==> src/rtl/instr_loader.sv <==
// Byte-stream instruction loader: packs little-endian bytes into 32-bit words and
// writes them sequentially from BASE_ADDR, holding the CPU off via busy while loading.
module instr_loader #(
    parameter int                         DATA_WIDTH        = 8,
    parameter int                         ADDRESS_WIDTH     = 32,
    parameter int                         INSTRUCTION_WIDTH = 32,
    parameter logic [ADDRESS_WIDTH-1:0]   BASE_ADDR         = 32'hBFC00000,
    parameter int                         DEPTH_BYTES       = 4096
) (
    input  logic                          clk,
    input  logic                          rst_n,
    input  logic                          start,
    input  logic [DATA_WIDTH-1:0]         in_data,
    input  logic                          in_valid,
    input  logic                          in_last,
    output logic                          in_ready,
    output logic                          mem_we,
    output logic [ADDRESS_WIDTH-1:0]      mem_addr,
    output logic [INSTRUCTION_WIDTH-1:0]  mem_wdata,
    output logic [ADDRESS_WIDTH-1:0]      word_count,
    output logic                          busy,
    output logic                          done,
    output logic                          err
);

    localparam logic [ADDRESS_WIDTH-1:0] WORD_STEP = ADDRESS_WIDTH'(4);
    localparam logic [ADDRESS_WIDTH-1:0] END_ADDR  = BASE_ADDR + ADDRESS_WIDTH'(DEPTH_BYTES);
    // Address of the final word slot; the write address saturates here.
    localparam logic [ADDRESS_WIDTH-1:0] LAST_ADDR = END_ADDR - WORD_STEP;

    typedef enum logic [2:0] {
        ST_IDLE    = 3'd0,
        ST_COLLECT = 3'd1,
        ST_WRITE   = 3'd2,
        ST_DONE    = 3'd3,
        ST_ERROR   = 3'd4
    } state_t;

    state_t                         state_r;
    state_t                         state_next_s;
    logic                           launch_s;
    logic                           accept_s;
    logic                           word_end_s;
    logic [INSTRUCTION_WIDTH-1:0]   packed_s;

    logic [1:0]                     lane_r;
    logic [INSTRUCTION_WIDTH-1:0]   pack_r;
    logic                           last_seen_r;
    logic                           in_ready_r;
    logic                           busy_r;
    logic                           mem_we_r;
    logic                           done_r;
    logic                           err_r;
    logic [ADDRESS_WIDTH-1:0]       mem_addr_r;
    logic [INSTRUCTION_WIDTH-1:0]   mem_wdata_r;
    logic [ADDRESS_WIDTH-1:0]       word_count_r;

    // Next-state decode plus byte-accept and load-launch qualifiers.
    always_comb begin
        state_next_s = state_r;
        launch_s     = 1'b0;
        accept_s     = 1'b0;
        word_end_s   = 1'b0;
        case (state_r)
            ST_IDLE, ST_DONE, ST_ERROR: begin
                if (start) begin
                    launch_s     = 1'b1;
                    state_next_s = ST_COLLECT;
                end else begin
                    state_next_s = state_r;
                end
            end
            ST_COLLECT: begin
                accept_s   = in_valid && in_ready_r;
                word_end_s = accept_s && ((lane_r == 2'd3) || in_last);
                if (word_end_s) begin
                    state_next_s = ST_WRITE;
                end else begin
                    state_next_s = ST_COLLECT;
                end
            end
            ST_WRITE: begin
                // A final byte wins over a full region: the image fit exactly.
                if (last_seen_r) begin
                    state_next_s = ST_DONE;
                end else if (mem_addr_r == LAST_ADDR) begin
                    state_next_s = ST_ERROR;
                end else begin
                    state_next_s = ST_COLLECT;
                end
            end
            default: begin
                state_next_s = ST_IDLE;
            end
        endcase
    end

    // Merge the incoming byte into its little-endian lane of the pack register.
    always_comb begin
        packed_s = pack_r;
        case (lane_r)
            2'd0:    packed_s[0*DATA_WIDTH +: DATA_WIDTH] = in_data;
            2'd1:    packed_s[1*DATA_WIDTH +: DATA_WIDTH] = in_data;
            2'd2:    packed_s[2*DATA_WIDTH +: DATA_WIDTH] = in_data;
            2'd3:    packed_s[3*DATA_WIDTH +: DATA_WIDTH] = in_data;
            default: packed_s = pack_r;
        endcase
    end

    // State register.
    always_ff @(posedge clk) begin
        if (!rst_n) begin
            state_r <= ST_IDLE;
        end else begin
            state_r <= state_next_s;
        end
    end

    // Status outputs registered from the next state so they align with it.
    always_ff @(posedge clk) begin
        if (!rst_n) begin
            in_ready_r <= 1'b0;
            busy_r     <= 1'b0;
            mem_we_r   <= 1'b0;
            done_r     <= 1'b0;
            err_r      <= 1'b0;
        end else begin
            in_ready_r <= (state_next_s == ST_COLLECT);
            busy_r     <= (state_next_s == ST_COLLECT) || (state_next_s == ST_WRITE);
            mem_we_r   <= (state_next_s == ST_WRITE);
            done_r     <= (state_next_s == ST_DONE);
            err_r      <= (state_next_s == ST_ERROR);
        end
    end

    // Packing, write address/data and word counting.
    always_ff @(posedge clk) begin
        if (!rst_n) begin
            lane_r       <= 2'd0;
            pack_r       <= {INSTRUCTION_WIDTH{1'b0}};
            last_seen_r  <= 1'b0;
            mem_addr_r   <= BASE_ADDR;
            mem_wdata_r  <= {INSTRUCTION_WIDTH{1'b0}};
            word_count_r <= {ADDRESS_WIDTH{1'b0}};
        end else if (launch_s) begin
            lane_r       <= 2'd0;
            pack_r       <= {INSTRUCTION_WIDTH{1'b0}};
            last_seen_r  <= 1'b0;
            mem_addr_r   <= BASE_ADDR;
            word_count_r <= {ADDRESS_WIDTH{1'b0}};
        end else if (accept_s) begin
            lane_r <= lane_r + 2'd1;
            pack_r <= packed_s;
            if (word_end_s) begin
                mem_wdata_r <= packed_s;
                last_seen_r <= in_last;
            end
        end else if (state_r == ST_WRITE) begin
            word_count_r <= word_count_r + ADDRESS_WIDTH'(1);
            lane_r       <= 2'd0;
            pack_r       <= {INSTRUCTION_WIDTH{1'b0}};
            if (mem_addr_r != LAST_ADDR) begin
                mem_addr_r <= mem_addr_r + WORD_STEP;
            end
        end
    end

    assign in_ready   = in_ready_r;
    assign busy       = busy_r;
    assign mem_we     = mem_we_r;
    assign done       = done_r;
    assign err        = err_r;
    assign mem_addr   = mem_addr_r;
    assign mem_wdata  = mem_wdata_r;
    assign word_count = word_count_r;

endmodule

==> config.mk <==
export PLATFORM = sky130hd
export DESIGN_NAME = instr_loader
export DESIGN_NICKNAME = d
export VERILOG_FILES = /design/src/rtl/instr_loader.sv
export SDC_FILE = /design/constraint.sdc
export NUM_CORES = 1
export LEC_CHECK = 0
export ABC_AREA = 1
export CAP_MARGIN = 5
export CORE_MARGIN = 4
export CORE_UTILIZATION = 50
export CTS_BUF_LIST = sky130_fd_sc_hd__clkbuf_4 sky130_fd_sc_hd__clkbuf_8 sky130_fd_sc_hd__clkbuf_16
export CTS_CLUSTER_DIAMETER = 150
export DETAILED_ROUTE_END_ITERATION = 16
export GPL_ROUTABILITY_DRIVEN = 0
export PLACE_DENSITY = 0.79
export SLEW_MARGIN = 10
export SYNTH_ARGS = -nofsm -noshare
export SYNTH_HDL_FRONTEND = slang
export SYNTH_SLANG_ARGS = --single-unit
export TNS_END_PERCENT = 1
==> constraint.sdc <==
create_clock -name clk -period 1.9 [get_ports clk]
set_input_delay 0.19 -clock clk [delete_from_list [all_inputs] [get_ports clk]]
set_output_delay 0.19 -clock clk [all_outputs]
set_load 0.1 [all_outputs]
==> results of run 1 <==
registers in the layout, indices dropped and copies added, names as in the netlist:
| register | cells |
|---|---|
| busy | 1 |
| done | 1 |
| err | 1 |
| in_ready | 1 |
| lane_r | 2 |
| last_seen_r | 1 |
| mem_addr | 30 |
| mem_wdata | 32 |
| mem_we | 1 |
| pack_r | 32 |
| state_r | 3 |
| word_count | 32 |
placed cells by master (no fill, tap or decap), drive strengths merged, types with 12 or more instances in the layout:
master / instances
a21oi: 94
buf: 125
clkbuf: 18
clkdlybuf4s50: 12
dfxtp: 137
inv: 74
mux2: 24
nand2: 392
nand3: 50
nand4: 16
nor2: 157
o21ai: 22
kinds of logic (layout without fill, tap and decap cells):
logic type	count (synthesis)	after routing	synth area share, %
adders and majority gates	6	6	1.09
AOI/OAI and AO/OA	120	120	8.82
other	1	2	0.0543
DFF	137	137	39.7
and+or+nand+nor	632	632	37.7
muxes	24	24	3.91
buffers and inverters	112	241	6.94
xor gates and xnor gates	14	14	1.78
stage by stage:
| stage | TNS, ns | setup WS [ns] | utilization (%) | total power, mW |
|---|---|---|---|---|
| global route | 0 | 0.0493 | 64.7 | 6.86 |
| CTS | 0 | 0.190 | 64.7 | 6.72 |
| global placement | 0 | 0.201 | 60.2 | 3.32 |
| floorplan | -6.69 | -0.129 | - | 3.21 |
| finish | 0 | 0.196 | 64.7 | 6.69 |
| detailed placement | 0 | 0.192 | 60.2 | 3.32 |
metal layers:
metal / share of wire (%) / GRT usage [%] / routed length (µm) / up-vias
li1: - / - / - / 3545
met1: 44 / 30.0 / 8260 / 3165
met2: 47 / 39.8 / 8820 / 224
met3: 6.3 / 5.33 / 1160 / 31
met4: 1.8 / 8.74 / 334 / 0
met5: 0 / 0 / 0 / -
power by group through the flow:
stage | Sequential [mW] | Clock, mW | Combinational (mW)
floorplan | 3.04 | 0 | 0.169
global placement | 2.96 | 0 | 0.357
detailed placement | 2.96 | 0 | 0.359
CTS | 2.90 | 3.47 | 0.359
global route | 2.90 | 3.58 | 0.384
finish | 2.90 | 3.43 | 0.359
final timing paths:
kind                 startpoint       endpoint  slack (ns)  cells past startpoint
setup / recovery    mem_addr[2]    mem_addr[4]        0.20                     10
hold / removal          in_last    last_seen_r        0.41                      3
setup reg to reg    mem_addr[2]    mem_addr[4]        0.20                     10
hold reg to reg   mem_wdata[21]  mem_wdata[21]        0.47                      2
critical path, delay by kind of cell (launching register included):
kind            cells  cell delay [ns]
simple gates        6             0.59
flops               1             0.37
buf+inv             2             0.33
fa+ha+maj           1             0.21
compound gates      1             0.12
area by class of cell:
type,instances,area (µm²),share of cell area [%]
multi-input cells,798,3690,42.5
flip-flops and latches,137,2770,32.0
repair buffers,137,1110,12.8
clock buffers,18,439,5.06
inverters,72,270,3.12
well taps,176,220,2.54
clock inverters,14,173,1.99
==> flow_summary.yaml, run 1 <==
power_and_ir_drop:
  peakVddDrop_mv: 0.671
  power_switching_mw: 1.60
  leakagePower_nw: 3.40
  p_per_area_nw_per_um2: 771
  clockPowerShare_pct: 51.3
  combPwrFrac_pct: 5.4
  power.share.switching_pct: 23.9
  p_int_mw: 5.09
  power_frac_seq_pct: 43.3
cells_and_area:
  syn_to_final_growth_pct: 25.6
  fill_cells: 1251
  stdcell_area_um2: 8680
  fin_cells: 1352
  nets: 1182
  layout-drive-gt1-share_pct: 19.0
  diodes: 0
drt:
  via_per_inst: 5.15
  via_count: 6965
  dr.first_iter.drc_count: 510
  wl_per_cell_um: 13.7
  drt-total-wl_um: 18600
  drc: 0
  firstDrtPassIters: 5
  antenna_left: 0
worst_setup_path:
  arrival_ns: 2.05
  worst_ep_required_time_ns: 2.25
  worstPathMaxFanout: 12
  worstPathCellList: "ha_1 > nand3_2 > inv_2 > nand2_4 > nor2_4 > nand3_4 > nand2_4 > buf_4 > nand2_1 > a21oi_1"
  cp_common_cell: "nand2_4"
  crit_type: "reg2reg"
  crit_slowest_cell: "dfxtp_2"
  worstSetupStartpointType: "register"
  endpoint_kind: "register"
  slowest_delay_ns: 0.37
yosys:
  yosysSeqAreaShare_pct: 39.7
  synthCells: 1046
  yosysWarnings: 0
  ys_top_cells_by_count: "390 x nand2_1, 148 x nor2_1, 137 x dfxtp_1, 94 x a21oi_1, 70 x inv_1"
  netlist.area_leader.share_pct: 39.7
  async_flop_share_pct: 0
  syn_area_per_cell_um2: 6.60
  synth_edf_count: 0
  yosys.cell_types.count: 32
  synth_ff_type: "dfxtp_1"
  ys_ff_latch: 137
  synthMostInstantiatedCell: "nand2_1"
  synth_area_um2: 6910
  synth_area_leaders: "dfxtp_1 40%, nand2_1 21%, nor2_1 8.0%"
  yosys.area.top_type: "dfxtp_1"
global_route:
  antenna_found_initial: 0
  overflow: 0
  groute.usage.overall_pct: 23.8
  grt_pass1_wl_um: 31100
  grt_max_degree: 36
  first_global_vias: 6635
clock_network:
  cts.sinks: 137
  cts_max_level: 4
  cts_buffers: 17
  cts.clk_slew.worst_paths_ns: 0.06
  ctsRootBufferMaster: "clkbuf_16"
  clk_latency_ns: 0.43
  cts_hold_buffers: 0
  cts_tree: "built"
  cts-resized-gates: 0
  cts_setup_buffers: 0
  cts_max_path_buffers: 2
timing:
  slew_headroom_pct: 66.8
  holdWs_ns: 0.409
  finalHoldViolCount: 0
  maxSlewViolCount: 0
  rsz0062_at_grt: "false"
  max_freq_ghz: 0.587
  post-route-min-period_ns: 1.70
  min_period_over_period_pct: 89.7
  skew_ns: 0.00838
  tightestPinTransition_ns: 0.496
  finalSetupViolations: 0
die:
  ios: 114
  initial_core_util_pct: 51.5
  fp.dieW_um: 126
  core_um2: 13400
  rows: 42
  dieArea_um2: 15800
  die_y_um: 126
hold_path:
  hold_class: "in2reg"
status:
  outcome: "finished clean"
placement:
  dpl_cell_area_um2: 8060
  hpwlAfterDp_um: 13200
  port_buffers: 111
  dpl.cell_count: 1320
flow_run:
  cap_violations: 0
No activity file was read; power rests on OpenSTA's default activity.
==> run 2: changes to the inputs <==
TNS_END_PERCENT = unset   (was 1)
clock period = 1.78 ns   (was 1.9 ns; I/O delays follow)
==> run 2 against run 1 <==
  * Power grew 9.7%
  * Worst setup slack lost 0.079 ns
  * Global-route usage grew 0.13 points
  * Sequential power grew 6%
  * Clock skew shrank 0.0038 ns
  * First-iteration DRC count shrank 10%
  * Register-to-register slack lost 0.08 ns
  * Largest cell class unchanged
  * Clock power grew 13%
  * Critical endpoint is now mem_addr[21]
  * Largest power group unchanged
  * Hold slack gained 0.0031 ns
==> flow_summary.yaml, run 2 (synthesis gave the netlist of run 1 again) <==
drt:
  via_count: 6944
  drt-total-wl_um: 18700
  firstDrtPassIters: 5
  dr.first_iter.drc_count: 458
  wl_per_cell_um: 13.9
  antenna_left: 0
  drc: 0
  via_per_inst: 5.14
cells_and_area:
  diodes: 0
  stdcell_area_um2: 8860
  nets: 1181
  syn_to_final_growth_pct: 28.4
  final_cell_mix: "390 x nand2_1, 143 x nor2_1, 117 x buf_4"
  fill_cells: 1203
  fin_cells: 1351
  layout-drive-gt1-share_pct: 22.5
  mostFrequentLayoutCell: "nand2_1"
global_route:
  first_global_vias: 6463
  antenna_found_initial: 0
  grt_pass1_wl_um: 31100
  grt_max_degree: 44
  groute.usage.overall_pct: 23.9
  overflow: 0
worst_setup_path:
  worst_ep_required_time_ns: 2.12
  crit_type: "reg2reg"
  arrival_ns: 2.01
  endpoint_kind: "register"
  worstPathMaxFanout: 19
  worstSetupStartpointType: "register"
timing:
  finalHoldViolCount: 0
  max_freq_ghz: 0.601
  finalSetupViolations: 0
  layout_setup_ws_ns: 0.117
  rsz0062_at_grt: "false"
  post-route-min-period_ns: 1.66
  min_period_over_period_pct: 93.4
  skew_ns: 0.00458
  maxSlewViolCount: 0
  tns_ns: 0
hold_path:
  hold_class: "in2reg"
clock_network:
  ctsRootBufferMaster: "clkbuf_16"
  cts_buffers: 17
  cts_hold_buffers: 0
  cts.sinks: 137
  cts_max_path_buffers: 2
  cts_setup_buffers: 0
  cts.clk_slew.worst_paths_ns: 0.06
  cts_tree: "built"
  clk_latency_ns: 0.43
  cts_max_level: 4
die:
  dieArea_um2: 15800
  ios: 114
  initial_core_util_pct: 51.5
  die_y_um: 126
  core_um2: 13400
  rows: 42
  fp.dieW_um: 126
status:
  outcome: "finished clean"
placement:
  port_buffers: 111
  hpwlAfterDp_um: 13100
  dpl.cell_count: 1319
  dpl_cell_area_um2: 8180
  dp_slack_ns: 0.127
power_and_ir_drop:
  peakVddDrop_mv: 0.765
  leakagePower_nw: 3.47
  p_per_area_nw_per_um2: 828
flow_run:
  cap_violations: 0
run 2: cell types whose count changed in the layout (fill, tap and decap cells not counted), sizes merged:
cell      previous run  this run
inv                 74        72
bufinv               3         4
buf                125       124
clkinvlp             5         1
clkbuf              18        22
clkinv               4         5
run 2: critical path: stages (launching register included):
cell	delay (ns)
dfxtp_1	0.34
inv_1	0.11
nand3_1	0.19
buf_4	0.24
nor2_4	0.42
nand2_1	0.10
a21oi_1	0.17
run 2: report_power, final:
group          switching [mW]  internal (mW)
logic                   0.284          0.110
clock network            1.33           2.53
registers              0.0120           3.07
total                    1.63           5.71
run 2: metrics by stage:
| stage | hold WS, ns | power, mW | util [%] |
|---|---|---|---|
| after global placement | 0.449 | 3.53 | 61.0 |
| after CTS | 0.421 | 7.38 | 65.9 |
| after detailed placement | 0.452 | 3.54 | 61.0 |
| after floorplan | 0.322 | 3.41 | - |
| final | 0.413 | 7.34 | 66.1 |
| after global routing | 0.451 | 7.55 | 66.1 |
run 2: repair_timing:
item	CTS	global route
hold endpoints to repair	0	0
setup endpoints to repair	0	11
gates resized for setup	0	7
run 2: layout make-up:
class / instances / area, µm² / share of cell area, %
Timing Repair Buffer: 136 / 1140 / 12.8
Clock buffer: 22 / 493 / 5.56
Tap cell: 176 / 220 / 2.48
Multi-Input combinational cell: 798 / 3730 / 42.1
Inverter: 72 / 270 / 3.05
Sequential cell: 137 / 2850 / 32.1
Clock inverter: 10 / 164 / 1.85
run 2: per-layer routing:
| metal | vias to the layer above | wire [µm] | track usage (%) |
|---|---|---|---|
| met5 | - | 0 | 0 |
| met3 | 45 | 1230 | 6.61 |
| li1 | 3544 | - | - |
| met2 | 219 | 8860 | 39.5 |
| met1 | 3136 | 8140 | 29.6 |
| met4 | 0 | 472 | 9.25 |
run 2: worst paths after layout:
| path | endpoint | cells after the start | slack, ns | startpoint |
|---|---|---|---|---|
| max | mem_addr[21] | 6 | 0.12 | state_r[2] |
| min reg2reg | pack_r[27] | 2 | 0.46 | pack_r[27] |
| max reg2reg | mem_addr[21] | 6 | 0.12 | state_r[2] |
| min | last_seen_r | 3 | 0.41 | in_last |
